[src/rtl/comparator_pkg.sv]
// Shared definitions for the registered magnitude comparator.
// Index constants locate each flag inside the one-hot cmp_result_t.
package comparator_pkg;

    localparam int CMP_LT = 0;
    localparam int CMP_EQ = 1;
    localparam int CMP_GT = 2;

    typedef logic [2:0] cmp_result_t;

endpackage : comparator_pkg

[src/rtl/comparator_core.sv]
// Combinational one-hot magnitude compare of two WIDTH-bit operands.
// Define COMPARATOR_SIGNED_EN to compare as two's-complement instead of unsigned.
module comparator_core
    import comparator_pkg::*;
#(
    parameter int WIDTH = 2
) (
    input  logic [WIDTH-1:0] a,
    input  logic [WIDTH-1:0] b,
    output cmp_result_t      result
);

    logic is_less;
    logic is_equal;

    always_comb begin
        is_equal = (a == b);
`ifdef COMPARATOR_SIGNED_EN
        is_less  = ($signed(a) < $signed(b));
`else
        is_less  = (a < b);
`endif
    end

    // Greater is derived from the other two so exactly one flag is always set.
    always_comb begin
        result         = '0;
        result[CMP_LT] = is_less;
        result[CMP_EQ] = is_equal;
        result[CMP_GT] = !is_less && !is_equal;
    end

endmodule : comparator_core

[src/rtl/comparator.sv]
// Registered comparator: one-cycle latency, flags hold when no new sample arrives.
// Signed compare is selected inside comparator_core by COMPARATOR_SIGNED_EN.
module comparator
    import comparator_pkg::*;
#(
    parameter int WIDTH = 2
) (
    input  logic             clk,
    input  logic             rst,
    input  logic             in_valid,
    input  logic [WIDTH-1:0] A,
    input  logic [WIDTH-1:0] B,
    output logic             out_valid,
    output logic             A_less_B,
    output logic             A_equal_B,
    output logic             A_greater_B
);

    cmp_result_t cmp_next;
    cmp_result_t result_q;
    logic        valid_q;

    comparator_core #(
        .WIDTH (WIDTH)
    ) u_core (
        .a      (A),
        .b      (B),
        .result (cmp_next)
    );

    // Result only updates on an accepted sample, so the last compare stays readable.
    always_ff @(posedge clk) begin
        if (rst) begin
            valid_q  <= 1'b0;
            result_q <= '0;
        end else begin
            valid_q <= in_valid;
            if (in_valid) begin
                result_q <= cmp_next;
            end
        end
    end

    assign out_valid   = valid_q;
    assign A_less_B    = result_q[CMP_LT];
    assign A_equal_B   = result_q[CMP_EQ];
    assign A_greater_B = result_q[CMP_GT];

endmodule : comparator

[config.mk]
export PLATFORM = sky130hd
export DESIGN_NAME = comparator
export DESIGN_NICKNAME = d
export VERILOG_FILES = /design/src/rtl/comparator_pkg.sv /design/src/rtl/comparator_core.sv /design/src/rtl/comparator.sv
export SDC_FILE = /design/constraint.sdc
export NUM_CORES = 1
export LEC_CHECK = 0
export ABC_AREA = 1
export CAP_MARGIN = 10
export CORE_AREA = 2 2 39 41
export CTS_CLUSTER_DIAMETER = 200
export DETAILED_ROUTE_END_ITERATION = 7
export DIE_AREA = 0 0 41 43
export GPL_TIMING_DRIVEN = 0
export PLACE_DENSITY = 0.43
export SYNTH_ARGS = -nofsm -noshare
export SYNTH_HDL_FRONTEND = slang
export SYNTH_SLANG_ARGS = --single-unit
[constraint.sdc]
create_clock -name clk -period 0.8 [get_ports clk]
set_input_delay 0.08 -clock clk [delete_from_list [all_inputs] [get_ports clk]]
set_output_delay 0.08 -clock clk [all_outputs]
set_load 0.02 [all_outputs]
### After elaboration in Yosys (flattened, before gate mapping)

Cells that the tools add are included.

* register bits after elaboration: 4
* bits of input ports: 7
* output and inout port bits: 4
* logic and storage cells: 7

* $lt $le $gt $ge: 1
* eq/ne operators: 1
* reductions and logical operators: 3

Operators with widths (count)
* $eq 2x2->1: 1
* $logic_not 1->1: 2
* $lt 2x2->1: 1
* $logic_and 1x1->1: 1

### Longest topological paths before layout

* word-level depth: 3
* mapped depth: 7
* mapped depth without buffers: 7

### Hierarchy

From an unflattened synthesis, not the netlist that was laid out.

* cell total of the unflattened synthesis: 35
* area total of the unflattened synthesis: 227.7 um^2

By module, submodules not included
* comparator: instances 1, cells each 22, area an instance 147.6 um^2, seq. area each 80.1 um^2
* comparator_core: instances 1, cells each 13, area an instance 80.1 um^2, seq. area each 0.0 um^2

### Worst setup path before layout

No wires, ideal clock.

* path type: register to register
* start point: reg, netlist name result_q[2]
* end point: reg result_q[2]
* library setup time: 0.064 ns
* data arrival time: 0.650 ns
* data required time: 0.736 ns
* path slack: 0.086 ns
* cell stages (with the launch flop): 5
* path buffers: 0
* clock period less this slack: 0.714 ns
* cell sequence: dfxtp_1 nand2_1 nand2_1 inv_1 nor2_1

RTL lines
* to (signal assigned): RTL line comparator.sv:39 `result_q <= cmp_next;`
* to (decl): RTL line comparator.sv:20 `cmp_result_t result_q;`

### Worst setup path after layout

* start point: reg result_q[2]
* end point: out A_greater_B

RTL lines
* to (decl): RTL line comparator.sv:16 `output logic A_greater_B`

No word-level cell between the ends.

==> results.yml <==
status:
  status: "completed"
detailed_routing:
  drt_drc_violations_left: 0
  wl_per_cell_um: 7.89
  drt_iter0_drc: 0
  first_pass_iters: 1
  avgViaCountPerCell: 3.49
  ant_nets: 0
  dr_total_vias: 192
  wl_um: 434
yosys:
  syn_nets: 35
  synth-compound-area-share: 0.0974
  ys_top_cells_by_count: "7 x nand2_1, 5 x inv_1, 4 x dfxtp_1"
  async_reset_ff_frac: 0
  synth_top_area_cell: "dfxtp_1"
  synth_seq_cells: 4
  synth-edff-count: 0
  yosysTopAreaCellShare: 0.416
  synth_top_family_by_area: "simple AND/OR/NAND/NOR gates"
  synth_cell_type_count: 11
  ys_seq_area_frac: 0.416
  synth_mux_area_frac: 0
  syn_area_um2: 193
  synthAdderAreaFrac: 0.130
  synthSimpleGateAreaFrac: 0.240
  synth_area_leaders: "dfxtp_1 42%, nand2_1 14%, ha_1 13%"
  synth_most_common_cell: "nand2_1"
  syn_inst: 26
  synth_xor_area_frac: 0
  synth_warnings: 0
  ys.flop_type: "dfxtp_1"
  avgSynthCellArea_um2: 7.41
worst_hold_path:
  hold_class: "primary input to register"
  whs_path_depth: 2
critical_path:
  cpPeakStageDelay_ns: 0.31
  r2r_cells: 2
  cp_cell_sequence: "buf_4"
  cp_max_fo: 2
  cp.arrival_ns: 0.69
  worstSetupEndpointType: "output pin"
  crit_cells: 1
  cp_slowest_cell: "dfxtp_1"
  required_ns: 0.72
  worst-path-buf-inv: 1
  cp_top_family: "flip-flops"
  crit_type: "register to output pin"
  start_kind: "register"
pwr:
  power_density_nw_per_um2: 1780
  p_leak_uw: 0.000172
  power_uw: 599
  ir_drop_mv: 0.597
sta:
  grt_setup_unrepaired: "yes"
  slew_headroom: 0.915
  setup_viol: 0
  fmax_ghz: 1.30
  timing.hold.ws_ns: 0.233
  drv_slew: 0
  period_needed_ns: 0.769
  period_share: 0.961
  tightestPinTransition_ns: 0.127
  finalHoldViolCount: 0
  fin_worst_skew_ns: 0
global_route:
  grt_usage: 0.0723
  grt_max_degree: 5
  antenna_found_initial: 0
  grt_pass1_vias: 196
  grt_first_pass_wirelength_um: 731
  grt_overflow: 0
clock_tree:
  htree_levels: 1
  worstSkewPairLatency_ns: 0.24
  cts_root_buf: "clkbuf_4"
  cts.reportedPaths.clkPinSlew_ns: 0.03
  cts_tree: "built"
  cts.path.max_buffers: 2
  numCtsBuffers: 3
  clock-sinks: 4
  cts_setup_buffers: 0
layout:
  area_delta_synth_final_pct: 74.7
  final_cell_area_um2: 337
  diodes: 0
  final_cells: 55
  n_fill_cell: 165
  drive_gt1_frac: 0.359
  nets: 50
die:
  core-area_um2: 1380
  initial_utilization: 0.139
  die_h_um: 43
  chipWidth_um: 41
  row_count: 14
  die-area_um2: 1760
  io-pin-count: 11
placed_design:
  dpl.cell_count: 52
  placed_area_um2: 313
  finalWeightedCongestion: 0.719
  portBuffers: 10
job:
  max_cap_viol_count: 0
## cell type report
class / count / area (µm²) / share of cell area
Multi-Input combinational cell: 16 / 103 / 0.305
Timing Repair Buffer: 10 / 87.6 / 0.260
Tap cell: 16 / 20.0 / 0.0595
Inverter: 6 / 22.5 / 0.0669
Sequential cell: 4 / 81.3 / 0.242
Clock buffer: 3 / 22.5 / 0.0669
## power by group
group	leakage (µW)	switching, µW	internal, µW
logic	0.000124	63.1	60.4
registers	0.0000335	6.16	215
clock network	0.0000138	86.5	168
## state kept, by name, summed over array words and instances (netlist names)
register / flops
result_q: 3
out_valid: 1
## kinds of logic after synthesis
family                   Yosys count
flip-flops                         4
AO/OA/AOI/OAI                      3
adder cells (fa/ha/maj)            2
buffers and inverters              6
AND/OR/NAND/NOR                   11
## routing by layer
metal	global-route usage	vias up	part of all wire
met5	0	-	0
met4	0.0400	0	0.016
met3	0.0942	2	0.11
met2	0.0844	6	0.48
met1	0.0675	81	0.39
li1	-	103	-
## final timing paths
path | to | from | slack, ns
min reg2reg | result_q[0]$_SDFFE_PP0P_ | result_q[0]$_SDFFE_PP0P_ | 0.48
max reg2reg | result_q[1]$_SDFFE_PP0P_ | result_q[1]$_SDFFE_PP0P_ | 0.19
max | A_greater_B | result_q[2]$_SDFFE_PP0P_ | 0.03
min | result_q[1]$_SDFFE_PP0P_ | in_valid | 0.23
## per-stage QoR
stage           TNS, ns   util  worst slack (ns)
3_5_place_dp      -1.91  0.226            -0.453
3_3_place_gp      -1.91  0.226            -0.438
5_1_grt        -0.00598  0.243          -0.00598
2_1_floorplan         0      -            0.0864
4_1_cts               0  0.234           0.00104
6_report              0  0.243            0.0314
## layout by cell type (no fill, tap or decap), drive strengths merged
master and n:
dlygate4sd2 5, clkdlybuf4s50 1, clkbuf 3, a21oi 2, ha 2, nand2 8, dfxtp 4, o21ai 1
nor2 3, buf 4, inv 6
## timing repair
item / CTS / global route
pin swaps: 4 / 0
hold buffers: 0 / 0
endpoints found under the setup margin: 7 / 4
resized for setup: 24 / 5
Power figures use the tool's default switching activity.
